--- src/rtl/div_unit_pkg.sv ---
// Shared word-width constants and divider FSM encodings.
package div_unit_pkg;

  localparam int WORD_BUS = 32;
  localparam logic [WORD_BUS-1:0] ZERO_WORD = '0;
  localparam int DIV_STEPS = 32;

  typedef enum logic [2:0] {
    DIV_IDLE = 3'd0,
    DIV_PREP = 3'd1,
    DIV_RUN  = 3'd2,
    DIV_FIX  = 3'd3,
    DIV_DONE = 3'd4
  } div_state_e;

endpackage

--- src/rtl/div_unit.sv ---
// Multi-cycle restoring divider for DIV/DIVU; emits one HI (remainder) / LO (quotient) write.
module div_unit
  import div_unit_pkg::*;
#(
  parameter int WIDTH = WORD_BUS
) (
  input  logic             clk,
  input  logic             rst,
  input  logic             start,
  input  logic             signed_op,
  input  logic             cancel,
  input  logic [WIDTH-1:0] dividend,
  input  logic [WIDTH-1:0] divisor,
  output logic             busy,
  output logic             o_we,
  output logic [WIDTH-1:0] o_hi,
  output logic [WIDTH-1:0] o_lo
);

  localparam logic [4:0] LAST_STEP = 5'(DIV_STEPS - 1);

  function automatic logic [WIDTH-1:0] magnitude(input logic signed [WIDTH-1:0] x,
                                                 input logic is_signed);
    logic signed [WIDTH-1:0] neg;
    neg = -x;
    return (is_signed && (x < 0)) ? $unsigned(neg) : $unsigned(x);
  endfunction

  function automatic logic [WIDTH-1:0] apply_sign(input logic [WIDTH-1:0] mag,
                                                  input logic negate);
    logic signed [WIDTH-1:0] s;
    s = $signed(mag);
    return negate ? $unsigned(-s) : mag;
  endfunction

  div_state_e       state;
  logic [4:0]       cnt;
  logic [WIDTH-1:0] a_raw;
  logic [WIDTH-1:0] b_raw;
  logic             sgn_op;
  logic [WIDTH-1:0] dvs;
  logic [WIDTH-1:0] rem;
  logic [WIDTH-1:0] quo;
  logic             neg_q;
  logic             neg_r;
  logic             accept;

  logic [WIDTH:0]   shifted;
  logic             take;
  logic [WIDTH-1:0] rem_next;
  logic [WIDTH-1:0] quo_next;

  assign accept = (state == DIV_IDLE) && start && !cancel;

  // One restoring step: 33-bit partial remainder compared against the divisor.
  always_comb begin
    shifted  = {rem, quo[WIDTH-1]};
    take     = (shifted >= {1'b0, dvs});
    rem_next = take ? (shifted[WIDTH-1:0] - dvs) : shifted[WIDTH-1:0];
    quo_next = {quo[WIDTH-2:0], take};
  end

  always_ff @(posedge clk) begin
    if (accept) begin
      a_raw  <= dividend;
      b_raw  <= divisor;
      sgn_op <= signed_op;
    end
    case (state)
      DIV_PREP: begin
        quo   <= magnitude(a_raw, sgn_op);
        dvs   <= magnitude(b_raw, sgn_op);
        rem   <= '0;
        neg_q <= sgn_op & (a_raw[WIDTH-1] ^ b_raw[WIDTH-1]);
        neg_r <= sgn_op & a_raw[WIDTH-1];
      end
      DIV_RUN: begin
        rem <= rem_next;
        quo <= quo_next;
      end
      default: ;
    endcase
  end

  always_ff @(posedge clk) begin
    if (rst) begin
      state <= DIV_IDLE;
      cnt   <= '0;
      busy  <= 1'b0;
      o_we  <= 1'b0;
      o_hi  <= '0;
      o_lo  <= '0;
    end else begin
      o_we <= 1'b0;
      case (state)
        DIV_IDLE: begin
          if (start && !cancel) begin
            state <= DIV_PREP;
            busy  <= 1'b1;
          end
        end
        DIV_PREP: begin
          if (cancel) begin
            state <= DIV_IDLE;
            busy  <= 1'b0;
          end else if (b_raw == ZERO_WORD) begin
            state <= DIV_DONE;
            busy  <= 1'b0;
            o_we  <= 1'b1;
            o_hi  <= a_raw;
            o_lo  <= '1;
          end else begin
            state <= DIV_RUN;
            cnt   <= '0;
          end
        end
        DIV_RUN: begin
          if (cancel) begin
            state <= DIV_IDLE;
            busy  <= 1'b0;
          end else begin
            cnt <= cnt + 5'd1;
            if (cnt == LAST_STEP) state <= DIV_FIX;
          end
        end
        DIV_FIX: begin
          if (cancel) begin
            state <= DIV_IDLE;
            busy  <= 1'b0;
          end else begin
            state <= DIV_DONE;
            busy  <= 1'b0;
            o_we  <= 1'b1;
            o_hi  <= apply_sign(rem, neg_r);
            o_lo  <= apply_sign(quo, neg_q);
          end
        end
        DIV_DONE: state <= DIV_IDLE;
        default: begin
          state <= DIV_IDLE;
          busy  <= 1'b0;
        end
      endcase
    end
  end

endmodule

--- config.mk ---
export PLATFORM = sky130hd
export DESIGN_NAME = div_unit
export DESIGN_NICKNAME = d
export VERILOG_FILES = /design/src/rtl/div_unit_pkg.sv /design/src/rtl/div_unit.sv
export SDC_FILE = /design/constraint.sdc
export NUM_CORES = 1
export LEC_CHECK = 0
export CORE_ASPECT_RATIO = 0.8
export CORE_MARGIN = 2
export CORE_UTILIZATION = 45
export CTS_CLUSTER_SIZE = 25
export DETAILED_ROUTE_END_ITERATION = 16
export MAX_ROUTING_LAYER = met4
export PLACE_DENSITY = 0.66
export SYNTH_ARGS = -nofsm -noshare
export SYNTH_HDL_FRONTEND = slang
export SYNTH_SLANG_ARGS = --single-unit
--- constraint.sdc ---
create_clock -name clk -period 8.5 [get_ports clk]
set_clock_uncertainty 0.05 [all_clocks]
set_input_delay 0.85 -clock clk [delete_from_list [all_inputs] [get_ports clk]]
set_output_delay 0.85 -clock clk [all_outputs]
set_load 0.005 [all_outputs]
Yosys cells after proc, flatten, opt, wreduce, memory -nomap -nowiden
Index checks and enable logic that the tools add are counted.
W data, S select, Z words.
{"block": "word_totals", "ff_bits": 237, "wordCells": 90}
{"block": "op_classes", "addsub": 6, "order_cmp": 3, "eq_ne": 14, "n_mux": 35, "bitwise_logic": 4, "reduce_logical": 14}
{"op": "$mux W32", "count": 11}
{"op": "$pmux W32 S2", "count": 4}
{"op": "$neg A32 Y32", "count": 4}
{"op": "$lt A32 B1 Y1 const B", "count": 2}
{"op": "$ge A33 B32 Y1", "count": 1}
{"op": "$logic_not A32 Y1", "count": 1}
{"op": "$sub A32 B32 Y32", "count": 1}
{"op": "$mux W3", "count": 6}
{"op": "$mux W5", "count": 3}
{"op": "$ne A2 B2 Y1 const B", "count": 6}
{"op": "$pmux W3 S4", "count": 1}
{"op": "$reduce_and A4 Y1", "count": 3}
{"op": "$pmux W5 S2", "count": 1}
{"op": "$mux W1", "count": 7}
{"op": "$eq A3 B2 Y1 const B", "count": 2}
{"op": "$ne A3 B3 Y1 const B", "count": 2}
{"op": "$add A5 B1 Y5 const B", "count": 1}
{"op": "$eq A5 B5 Y1 const B", "count": 1}
{"op": "$logic_and A1 B1 Y1", "count": 5}
{"op": "$pmux W1 S4", "count": 1}
{"op": "$reduce_bool A2 Y1", "count": 2}
{"op": "$eq A3 B1 Y1 const B", "count": 1}
{"op": "$eq A3 B3 Y1 const B", "count": 1}
{"op": "$logic_not A3 Y1", "count": 1}
{"op": "other kinds (7)", "count": 8}

Longest topological paths before layout
Gate-level depths: netlist of the first run.
{"block": "depth", "word_depth": 4, "ltp_mapped": 12}

Worst setup path after synthesis of the first run
OpenSTA, ideal clock, no wires.
{"block": "synth_timing", "path_type": "input to register", "startpoint": "input port cancel", "endpoint": "register a_raw[0], enable pin", "setup_time_ns": 0.568, "arrival_ns": 5.637, "required_ns": 7.882, "setup_slack_ns": 2.246, "stages": 4, "path_buffers": 1, "cell_sequence": "clkbuf_1 nor2_1 nand2_1 nor3_1"}
{"block": "synth_between", "elab_chain_cells": 2}
{"item": "from (decl)", "line": "div_unit.sv:11", "source": "input logic cancel,"}
{"item": "$logic_not A1 Y1", "line": "div_unit.sv:53", "source": "assign accept = (state == DIV_IDLE) && start && !cancel;"}
{"item": "$logic_and A1 B1 Y1", "line": "div_unit.sv:53"}
{"item": "via accept", "line": "div_unit.sv:46", "source": "logic accept;"}
{"item": "to (signal assigned)", "line": "div_unit.sv:65", "source": "a_raw <= dividend;"}
{"item": "to (decl)", "line": "div_unit.sv:38", "source": "logic [WIDTH-1:0] a_raw;"}
The timed path passes the listed nets, and every way through them passes these cells.
A chain may end at the register's enable or synchronous reset.

Final worst setup path of the first run
{"block": "layout_timing", "startpoint": "register rem[2]", "endpoint": "register rem[29] (data pin)"}
{"block": "layout_between", "elab_chain_cells": 3, "word_cells_on_any_way": 4, "classes_between": "add/sub: 1; order compare: 1; mux: 2"}
{"item": "from (decl)", "line": "div_unit.sv:42", "source": "logic [WIDTH-1:0] rem;"}
{"item": "from (signal assigned)", "line": "div_unit.sv:78", "source": "rem <= rem_next;"}
{"item": "$sub A32 B32 Y32 / $ge A33 B32 Y1 (equally long branches)", "line": "div_unit.sv:59, div_unit.sv:58"}
{"item": "$mux W32 (*)", "line": "div_unit.sv:59", "source": "rem_next = take ? (shifted[WIDTH-1:0] - dvs) : shifted[WIDTH-1:0];"}
{"item": "$pmux W32 S2 (*)", "line": "div_unit.sv:69", "source": "case (state)"}
Mark *: on every way between the ends. The rest lies on a longest branch, timed or not.

==> impl_metrics.json, run 1 <==
{
  "cp_slowest_stage_delay_ns": 0.51,
  "h_tree_depth": 1,
  "io_pins": 135,
  "synth_area_um2": 13200,
  "die_w_um": 195,
  "layout-drive-gt1-share": 0.0567,
  "antenna_violating_nets_post_route": 0,
  "grt_util_all_layers": 0.239,
  "number_of_instances_resized_during_post_cts_repair": 0,
  "maxSlewViolCount": 0,
  "post-route-min-period_ns": 3.92,
  "cellPowerDensity_nw_per_um2": 172,
  "yosysWarnings": 0,
  "crit_type": "reg2reg",
  "cts_made_buffers": 27,
  "tightestPinTransition_ns": 1.07,
  "nNetsFinal": 1585,
  "fin_crit_sh": 0.461,
  "drt_pass1_iterations": 5,
  "reg2reg_from": "rem[2]",
  "worstPathArrival_ns": 4.12,
  "io_buffers": 134,
  "total_placed_cells_including_tap_cells": 1825,
  "dp_hpwl_um": 26400,
  "slowest_stage": "sky130_fd_sc_hd__edfxtp_1",
  "p_sw_frac": 0.243,
  "chipHeight_um": 157,
  "main_combinational_cell_family_by_area_after_synthesis": "compound AO/OA/AOI/OAI gates",
  "root_buffer": "sky130_fd_sc_hd__clkbuf_16",
  "synth_compound_area_frac": 0.190,
  "initial_utilization": 0.454,
  "hp-start": "o_hi[2]",
  "routed_via_density": 5.76,
  "clkTransAtPathRegs_ns": 0.06,
  "synth_flop_cell": "sky130_fd_sc_hd__edfxtp_1",
  "core_area_um2": 29100,
  "cp_common_cell": "sky130_fd_sc_hd__nand2_1",
  "yosysSeqAreaShare": 0.483,
  "setup_slack_ns": 4.58,
  "worst_hold_path_type": "reg2reg",
  "num_vias": 10797,
  "finalSetupTns_ns": 0,
  "worst-r2r-setup-slack_ns": 4.58,
  "post_synth.cell_area_avg_um2": 9.63,
  "regToRegEndpoint": "rem[29]",
  "post-route-drc-count": 0,
  "drt_wl_total_um": 36000,
  "run_status": "complete, no violations",
  "timing.final.setup_violations": 0,
  "post_synthesis_cell_type_count": 64,
  "p_switching_w": 0.000660,
  "grt_pass1_vias": 9951,
  "crit_required_ns": 8.70,
  "sequentialPowerShare": 0.483,
  "grt_overflow_total": 0,
  "worst_ir_drop_vdd_mv": 0.140,
  "postSynth.asyncResetShare": 0,
  "clock.fmax_mhz": 255,
  "ys_ff_latch": 237,
  "filler_cell_count": 2579,
  "timing.slew.headroom": 0.285,
  "cp-end-kind": "flip-flop",
  "p_leak_nw": 5.43,
  "placement.setup.worst_slack_ns": 4.71,
  "final_cell_mix": "sky130_fd_sc_hd__edfxtp_1, sky130_fd_sc_hd__clkdlybuf4s50_1, sky130_fd_sc_hd__nor2_1",
  "fin_cells": 1876,
  "drt_iter0_markers": 926,
  "synth.net_count": 1477,
  "initial_antenna_violation_count": 1,
  "synthesized_instance_count": 1369,
  "critical_path.n_buffers_inverters": 1,
  "crit_chain": "ha_1, nand2_1, a211oi_1, nor4b_1, o2111ai_1, nand3_1, a211o_1, buf_4, nand2_1, a21oi_1",
  "logic_pwr_share": 0.094,
  "grt_first_pass_wirelength_um": 56000,
  "timing.hold.worst_endpoint": "o_hi[2]",
  "worst_path_dominant_cell_family": "compound AO/OA/AOI/OAI gates",
  "setup.worst_path.start_class": "flip-flop",
  "cts.hold.buffers_added": 0,
  "p_clk_frac": 0.423,
  "cts_max_path_buffers": 3,
  "synth-xor-area-share": 0.0943,
  "edff_count_synth": 163,
  "area_growth_syn_to_layout_pct": 19.6,
  "fp-row-count": 56,
  "fp.dieArea_um2": 30700,
  "finalHoldViolCount": 0,
  "post_synth_and_or_nand_nor_area_fraction": 0.157,
  "synth.area.mux_share": 0.00313,
  "critical_path_peak_fanout": 22,
  "reg2regPathDepth": 10,
  "unrepaired_setup_endpoints_after_global_routing": "no",
  "route.detailed.wl_per_inst_um": 19.2,
  "synthAdderAreaFrac": 0.0376,
  "min_delay_path_depth": 2,
  "intPower_w": 0.00206,
  "worstSkewPairLatency_ns": 0.55,
  "post-cts-setup-buffers": 0,
  "largest_net_degree_at_the_start_of_global_routing": 75,
  "tritoncts_clock_tree": "built",
  "cap_violations": 0,
  "numClockSinks": 237,
  "gpl.final_weighted_congestion": 0.905,
  "most_common_library_cell_in_the_layout_ignoring_fill_and_taps": "sky130_fd_sc_hd__edfxtp_1"
}
==> kinds of logic after synthesis <==
kind of cell / Yosys count
XOR/XNOR: 142
AND/OR/NAND/NOR: 431
AO/OA/AOI/OAI: 397
adder cells (fa/ha/maj): 39
multiplexers: 4
buffers and inverters: 119
flip-flops: 237
==> how the worst max path moves through the flow <==
stage	start	slack (ns)	to	cells after the start
CTS	rem[25]	4.68	quo[0]	10
floorplan	cancel	2.25	a_raw[0]	4
detailed placement	rem[25]	4.71	quo[0]	10
finish	rem[2]	4.58	rem[29]	10
global route	rem[25]	4.39	quo[0]	10
global placement	rem[25]	4.71	quo[0]	10
==> worst register-to-register path, cell delays in order, from the launching register on <==
cell                        delay [ns]
sky130_fd_sc_hd__edfxtp_1         0.51
sky130_fd_sc_hd__ha_1             0.40
sky130_fd_sc_hd__nand2_1          0.12
sky130_fd_sc_hd__a211oi_1         0.49
sky130_fd_sc_hd__nor4b_1          0.16
sky130_fd_sc_hd__o2111ai_1        0.51
sky130_fd_sc_hd__nand3_1          0.25
sky130_fd_sc_hd__a211o_1          0.31
sky130_fd_sc_hd__buf_4            0.21
sky130_fd_sc_hd__nand2_1          0.44
sky130_fd_sc_hd__a21oi_1          0.17
==> cells in the mapped netlist (all sizes together) (17+ instances only) <==
cell | count | area share
edfxtp | 163 | 0.37
nor2 | 128 | 0.036
or4 | 17 | 0.010
o211ai | 19 | 0.011
inv | 47 | 0.013
or3 | 23 | 0.012
xnor2 | 52 | 0.035
ha | 38 | 0.036
nand2 | 125 | 0.036
a21oi | 110 | 0.042
o31ai | 31 | 0.019
nand3 | 35 | 0.013
nor3 | 30 | 0.011
clkbuf | 63 | 0.018
o21ai | 100 | 0.038
xor2 | 90 | 0.060
a211oi | 57 | 0.033
dfxtp | 74 | 0.11
==> flip-flops by register name, summed over array words and instances (netlist names), 3 cells and up <==
register  flops
a_raw        32
b_raw        32
cnt           5
dvs          32
o_hi         32
o_lo         32
quo          32
rem          32
state         3
==> layer usage <==
| layer | GRT usage | share of wire | vias up |
|---|---|---|---|
| met5 | - | 0 | - |
| met4 | 0.0574 | 0.023 | 0 |
| met3 | 0.0319 | 0.061 | 50 |
| met2 | 0.348 | 0.42 | 327 |
| met1 | 0.352 | 0.49 | 5171 |
| li1 | - | - | 5249 |
==> metrics by stage <==
step	hold WS (ns)	total power, W	utilization	instance area [um^2]
finish	0.412	0.00272	0.543	15800
global route	0.437	0.00282	0.543	15800
CTS	0.410	0.00274	0.543	15800
detailed placement	0.402	0.00159	0.512	14900
global placement	0.396	0.00159	0.512	14900
floorplan	0.393	0.00150	-	13200
==> power by group through the flow <==
| stage | registers (W) | clock network (W) | logic [W] |
|---|---|---|---|
| detailed placement | 0.00134 | 0 | 0.000252 |
| CTS | 0.00132 | 0.00117 | 0.000254 |
| finish | 0.00132 | 0.00115 | 0.000255 |
| global placement | 0.00134 | 0 | 0.000250 |
| floorplan | 0.00133 | 0 | 0.000168 |
| global route | 0.00132 | 0.00122 | 0.000282 |
==> final cells by class <==
class,instances,area (um^2),area share
Antenna cell,1,2.50,0.000159
Clock buffer,43,838,0.0531
Sequential cell,237,6380,0.404
Inverter,47,176,0.0112
Multi-Input combinational cell,1013,6400,0.406
Timing Repair Buffer,151,1460,0.0928
Clock inverter,7,45.0,0.00285
Tap cell,377,472,0.0299
No activity file was read; power rests on OpenSTA's default activity.
==> run 2: changes to the inputs <==
==> constraint.sdc (replaced) <==
create_clock -name clk -period 4 [get_ports clk]
set_clock_uncertainty 0.05 [all_clocks]
set_input_delay 0.4 -clock clk [delete_from_list [all_inputs] [get_ports clk]]
set_output_delay 0.4 -clock clk [all_outputs]
set_load 0.005 [all_outputs]
==> run 2 against run 1 <==
Compared with the run above:
- sequential power rose by 110%
- die area did not move
- cell area rose by 1.3%
- register-to-register slack got worse by 4.2 ns
- cell count rose by 0.43%
- count of clock-buffer cells in the layout fell by 13
- clock power rose by 140%
- global-route usage fell by 0.66 points
- non-clock buffer count rose by 10
- critical endpoint is now o_hi[26]
- largest cell class unchanged
- largest power group unchanged
==> impl_metrics.json, run 2 (synthesis results as in run 1) <==
{
  "timing.hold.worst_endpoint": "a_raw[16]",
  "dp_hpwl_um": 25300,
  "timing.slew.headroom": 0.127,
  "grt_overflow_total": 0,
  "antenna_violating_nets_post_route": 0,
  "cts_made_buffers": 27,
  "slowest_stage": "sky130_fd_sc_hd__or4b_1",
  "worst_ir_drop_vdd_mv": 0.288,
  "antenna_cells_inserted": 0,
  "critical_path_peak_fanout": 52,
  "layout-drive-gt1-share": 0.0664,
  "initial_antenna_violation_count": 0,
  "unrepaired_setup_endpoints_after_global_routing": "no",
  "critical_path.n_buffers_inverters": 2,
  "logic_pwr_share": 0.089,
  "tightestPinTransition_ns": 1.30,
  "grt_util_all_layers": 0.232,
  "finalPower_w": 0.00605,
  "p_sw_frac": 0.234,
  "finalHoldViolCount": 0,
  "route.detailed.wl_per_inst_um": 18.5,
  "clock.fmax_mhz": 279,
  "finish.utilization": 0.550,
  "filler_cell_count": 2626,
  "sequentialPowerShare": 0.462,
  "grt_first_pass_wirelength_um": 55000,
  "core_area_um2": 29100,
  "p_switching_w": 0.00142,
  "clkTransAtPathRegs_ns": 0.06,
  "cp-end-kind": "flip-flop",
  "post-cts-setup-buffers": 0,
  "regToRegEndpoint": "o_hi[26]",
  "worst_path_dominant_cell_family": "simple AND/OR/NAND/NOR gates",
  "worstSkewPairLatency_ns": 0.53,
  "post-route-min-period_ns": 3.58,
  "routed_via_density": 5.79,
  "number_of_instances_resized_during_post_cts_repair": 0,
  "io_buffers": 134,
  "worst_hold_path_type": "in2reg",
  "final_cell_mix": "sky130_fd_sc_hd__edfxtp_1, sky130_fd_sc_hd__clkdlybuf4s50_1, sky130_fd_sc_hd__nor2_1",
  "die_w_um": 195,
  "run_status": "complete, no violations",
  "reg2regPathDepth": 11,
  "crit_type": "reg2reg",
  "area_growth_syn_to_layout_pct": 21.2,
  "num_vias": 10899,
  "crit_chain": "inv_1, ha_1, or4b_1, nor4_4, nand3_1, nor4_2, buf_4, o21ai_4, a211oi_1, a21oi_1, nor2_1",
  "fin_crit_sh": 0.895,
  "cellPowerDensity_nw_per_um2": 378,
  "drt_pass1_iterations": 5,
  "root_buffer": "sky130_fd_sc_hd__clkbuf_16",
  "worstPathArrival_ns": 4.00,
  "min_delay_path_depth": 1,
  "fp.dieArea_um2": 30700,
  "cap_violations": 0,
  "initial_utilization": 0.454,
  "io_pins": 135,
  "p_clk_frac": 0.449,
  "fin_worst_hold_slack_ns": 0.367,
  "tritoncts_clock_tree": "built",
  "p_leak_nw": 5.53,
  "hp-start": "dividend[16]",
  "fp-row-count": 56,
  "cp_slowest_stage_delay_ns": 0.54,
  "grt_pass1_vias": 10092,
  "intPower_w": 0.00463,
  "gpl.final_weighted_congestion": 0.913,
  "timing.final.setup_violations": 0,
  "crit_required_ns": 4.42,
  "worst-r2r-setup-slack_ns": 0.42,
  "most_common_library_cell_in_the_layout_ignoring_fill_and_taps": "sky130_fd_sc_hd__edfxtp_1",
  "cts.hold.buffers_added": 0,
  "largest_net_degree_at_the_start_of_global_routing": 66,
  "drt_iter0_markers": 811,
  "reg2reg_from": "b_raw[0]",
  "cts_max_path_buffers": 3,
  "numClockSinks": 237,
  "chipHeight_um": 157,
  "post-route-drc-count": 0,
  "drt_wl_total_um": 34800,
  "maxSlewViolCount": 0,
  "h_tree_depth": 1,
  "finalSetupTns_ns": 0,
  "setup.worst_path.start_class": "flip-flop",
  "nNetsFinal": 1595
}
[run 2: cell count changes in the layout (fill, tap and decap cells not counted), moves of 2 or more]
cell / delta
sky130_fd_sc_hd__buf_4: +8
sky130_fd_sc_hd__clkbuf_1: -7
sky130_fd_sc_hd__bufinv_16: +6
sky130_fd_sc_hd__clkbuf_8: -5
sky130_fd_sc_hd__clkinv_4: +4
sky130_fd_sc_hd__buf_12: +2
sky130_fd_sc_hd__clkinv_2: +2
[run 2: worst max-delay path by stage]
stage	startpoint	cells after the start	end
6_report	b_raw[0]	11	o_hi[26]
5_1_grt	b_raw[0]	11	o_hi[26]
4_1_cts	b_raw[0]	10	o_hi[0]
3_5_place_dp	b_raw[0]	10	o_hi[0]
3_3_place_gp	b_raw[0]	11	o_hi[26]
2_1_floorplan	cancel	4	a_raw[0]
[run 2: cell type report]
| class | count | area (um^2) | area share |
|---|---|---|---|
| inverter | 47 | 176 | 0.0110 |
| tap | 377 | 472 | 0.0295 |
| clock buffer | 30 | 718 | 0.0449 |
| sequential | 237 | 6380 | 0.399 |
| multi-input combinational | 1013 | 6410 | 0.401 |
| clock inverter | 19 | 265 | 0.0166 |
| timing repair buffer | 161 | 1560 | 0.0979 |
[run 2: power by group through the flow]
stage | clock, W | combinational [W] | sequential (W)
after global placement | 0 | 0.000529 | 0.00284
after global routing | 0.00286 | 0.000598 | 0.00280
final | 0.00271 | 0.000539 | 0.00279
after detailed placement | 0 | 0.000534 | 0.00284
after floorplan | 0 | 0.000358 | 0.00282
after CTS | 0.00276 | 0.000537 | 0.00279
[run 2: metal layers]
metal,vias up,part of all wire,track usage
met3,60,0.068,0.0321
met4,0,0.024,0.0563
met1,5199,0.48,0.335
met2,366,0.43,0.347
met5,-,0,-
li1,5274,-,-
[run 2: stage by stage]
step	setup WS, ns	cell area (um^2)	cells
after CTS	0.362	16000	1884
after global routing	0.0185	16000	1884
after floorplan	0.194	13200	1369
after global placement	0.475	15000	1835
final	0.420	16000	1884
after detailed placement	0.390	15000	1835
==> run 3: changes to the inputs <==
--- a/config.mk
+++ b/config.mk
@@ -5,13 +5,15 @@
 export SDC_FILE = /design/constraint.sdc
 export NUM_CORES = 1
 export LEC_CHECK = 0
+export CELL_PAD_IN_SITES_DETAIL_PLACEMENT = 2
+export CELL_PAD_IN_SITES_GLOBAL_PLACEMENT = 2
 export CORE_ASPECT_RATIO = 0.8
 export CORE_MARGIN = 2
-export CORE_UTILIZATION = 45
+export CORE_UTILIZATION = 37
 export CTS_CLUSTER_SIZE = 25
 export DETAILED_ROUTE_END_ITERATION = 16
 export MAX_ROUTING_LAYER = met4
-export PLACE_DENSITY = 0.66
+export PLACE_DENSITY_LB_ADDON = 0.1
 export SYNTH_ARGS = -nofsm -noshare
 export SYNTH_HDL_FRONTEND = slang
 export SYNTH_SLANG_ARGS = --single-unit
==> run 3 against run 2 <==
Compared with the run above:
- fmax down 0.95%
- largest power group unchanged
- critical path depth stayed put
- largest cell class unchanged
- clock power shrank 4%
- critical path type unchanged
==> impl_metrics.json, run 3 (synthesis results as in run 1) <==
{
  "cap_violations": 0,
  "grt_overflow_total": 0,
  "area_growth_syn_to_layout_pct": 22.0,
  "h_tree_depth": 1,
  "route.detailed.wl_per_inst_um": 22.7,
  "antenna_violating_nets_post_route": 0,
  "timing.hold.worst_endpoint": "a_raw[13]",
  "antenna_cells_inserted": 0,
  "root_buffer": "sky130_fd_sc_hd__clkbuf_16",
  "drt_wl_total_um": 45100,
  "maxSlewViolCount": 0,
  "cp-end-kind": "flip-flop",
  "nNetsFinal": 1603,
  "hp-start": "dividend[13]",
  "layout-drive-gt1-share": 0.0692,
  "total_placed_cells_including_tap_cells": 1937,
  "timing.final.setup_violations": 0,
  "cts_made_buffers": 28,
  "io_buffers": 134,
  "fin_crit_sh": 0.904,
  "clkTransAtPathRegs_ns": 0.06,
  "worstPathArrival_ns": 3.96,
  "min_delay_path_depth": 1,
  "final_cell_mix": "sky130_fd_sc_hd__edfxtp_1, sky130_fd_sc_hd__clkdlybuf4s50_1, sky130_fd_sc_hd__nor2_1",
  "cts_max_path_buffers": 3,
  "grt_pass1_vias": 12144,
  "io_pins": 135,
  "numClockSinks": 237,
  "finalHoldViolCount": 0,
  "clock.fmax_mhz": 277,
  "run_status": "complete, no violations",
  "number_of_instances_resized_during_post_cts_repair": 0,
  "fin_cells": 1989,
  "post-route-drc-count": 0,
  "fp.dieArea_um2": 37200,
  "reg2regPathDepth": 11,
  "chipHeight_um": 173,
  "worst_hold_path_type": "in2reg",
  "largest_net_degree_at_the_start_of_global_routing": 66,
  "gpl.final_weighted_congestion": 0.890,
  "drt_pass1_iterations": 5,
  "p_leak_nw": 5.54,
  "tritoncts_clock_tree": "built",
  "most_common_library_cell_in_the_layout_ignoring_fill_and_taps": "sky130_fd_sc_hd__edfxtp_1",
  "post-route-min-period_ns": 3.61,
  "reg2reg_from": "b_raw[0]",
  "die_w_um": 215,
  "routed_via_density": 5.72,
  "core_area_um2": 35000,
  "fp-row-count": 61,
  "regToRegEndpoint": "o_hi[0]",
  "setup.worst_path.start_class": "flip-flop",
  "post-cts-setup-buffers": 0,
  "cellPowerDensity_nw_per_um2": 371,
  "initial_antenna_violation_count": 1,
  "drt_iter0_markers": 671,
  "critical_path_peak_fanout": 53,
  "dp_hpwl_um": 32700,
  "tightestPinTransition_ns": 1.33,
  "finalSetupTns_ns": 0,
  "worst-r2r-setup-slack_ns": 0.39,
  "crit_type": "reg2reg",
  "grt_util_all_layers": 0.249,
  "crit_required_ns": 4.35,
  "unrepaired_setup_endpoints_after_global_routing": "no",
  "grt_first_pass_wirelength_um": 71500,
  "worst_ir_drop_vdd_mv": 0.324,
  "initial_utilization": 0.377,
  "num_vias": 11379,
  "cts.hold.buffers_added": 0,
  "worstSkewPairLatency_ns": 0.56,
  "timing.slew.headroom": 0.110
}
[run 3: cell count changes in the layout (fill, tap and decap cells not counted), moves of 2 or more]
cell and change:
sky130_fd_sc_hd__buf_4 +7, sky130_fd_sc_hd__clkinv_4 -5, sky130_fd_sc_hd__bufinv_16 -4, sky130_fd_sc_hd__clkbuf_8 +3, sky130_fd_sc_hd__clkbuf_1 +7, sky130_fd_sc_hd__clkinv_2 +2
[run 3: power by group]
| part | switching [W] | leakage [nW] | internal [W] |
|---|---|---|---|
| logic | 0.000334 | 2.97 | 0.000239 |
| clock network | 0.00107 | 0.453 | 0.00153 |
| registers | 0.0000913 | 2.11 | 0.00271 |
| total | 0.00149 | 5.54 | 0.00448 |
[run 3: layer usage]
layer / up-vias / global-route usage / routed length [um]
li1: 5293 / - / -
met3: 46 / 0.0274 / 1700
met1: 5801 / 0.349 / 21700
met4: 0 / 0.0443 / 789
met2: 239 / 0.394 / 20900
met5: - / - / 0
[run 3: cell type report]
cell class	instances	area, um^2
sequential	237	6380
clock buffer	41	811
multi-input combinational	1013	6410
inverter	47	176
clock inverter	11	106
tap	472	591
timing repair buffer	168	1620
fill	3754	18900
[run 3: critical path, cell delays in order (launching register included)]
cell                       delay, ns
sky130_fd_sc_hd__edfxtp_1       0.43
sky130_fd_sc_hd__inv_1          0.08
sky130_fd_sc_hd__ha_1           0.19
sky130_fd_sc_hd__or4b_1         0.59
sky130_fd_sc_hd__nor4_4         0.48
sky130_fd_sc_hd__nand3_1        0.32
sky130_fd_sc_hd__nor4_2         0.22
sky130_fd_sc_hd__buf_4          0.21
sky130_fd_sc_hd__o21ai_4        0.05
sky130_fd_sc_hd__buf_4          0.32
sky130_fd_sc_hd__a211oi_1       0.40
sky130_fd_sc_hd__nor3_1         0.07
[run 3: how the worst max path moves through the flow]
| stage | start | end | slack [ns] | depth (start not counted) |
|---|---|---|---|---|
| 3_3_place_gp | b_raw[0] | o_hi[0] | 0.45 | 11 |
| 5_1_grt | b_raw[0] | busy | 0.15 | 11 |
| 6_report | b_raw[0] | o_hi[0] | 0.39 | 11 |
| 3_5_place_dp | b_raw[0] | o_hi[0] | 0.43 | 11 |
| 4_1_cts | b_raw[0] | o_hi[0] | 0.36 | 11 |
| 2_1_floorplan | cancel | a_raw[0] | 0.19 | 4 |
[run 3: per-stage QoR]
stage	util	setup WS (ns)	hold slack [ns]	instance area, um^2	power (W)
6_report	0.460	0.386	0.344	16100	0.00597
5_1_grt	0.460	0.153	0.326	16100	0.00621
4_1_cts	0.460	0.363	0.318	16100	0.00603
3_5_place_dp	0.434	0.430	0.415	15200	0.00343
3_3_place_gp	0.434	0.452	0.392	15200	0.00340
2_1_floorplan	-	0.194	0.393	13200	0.00317
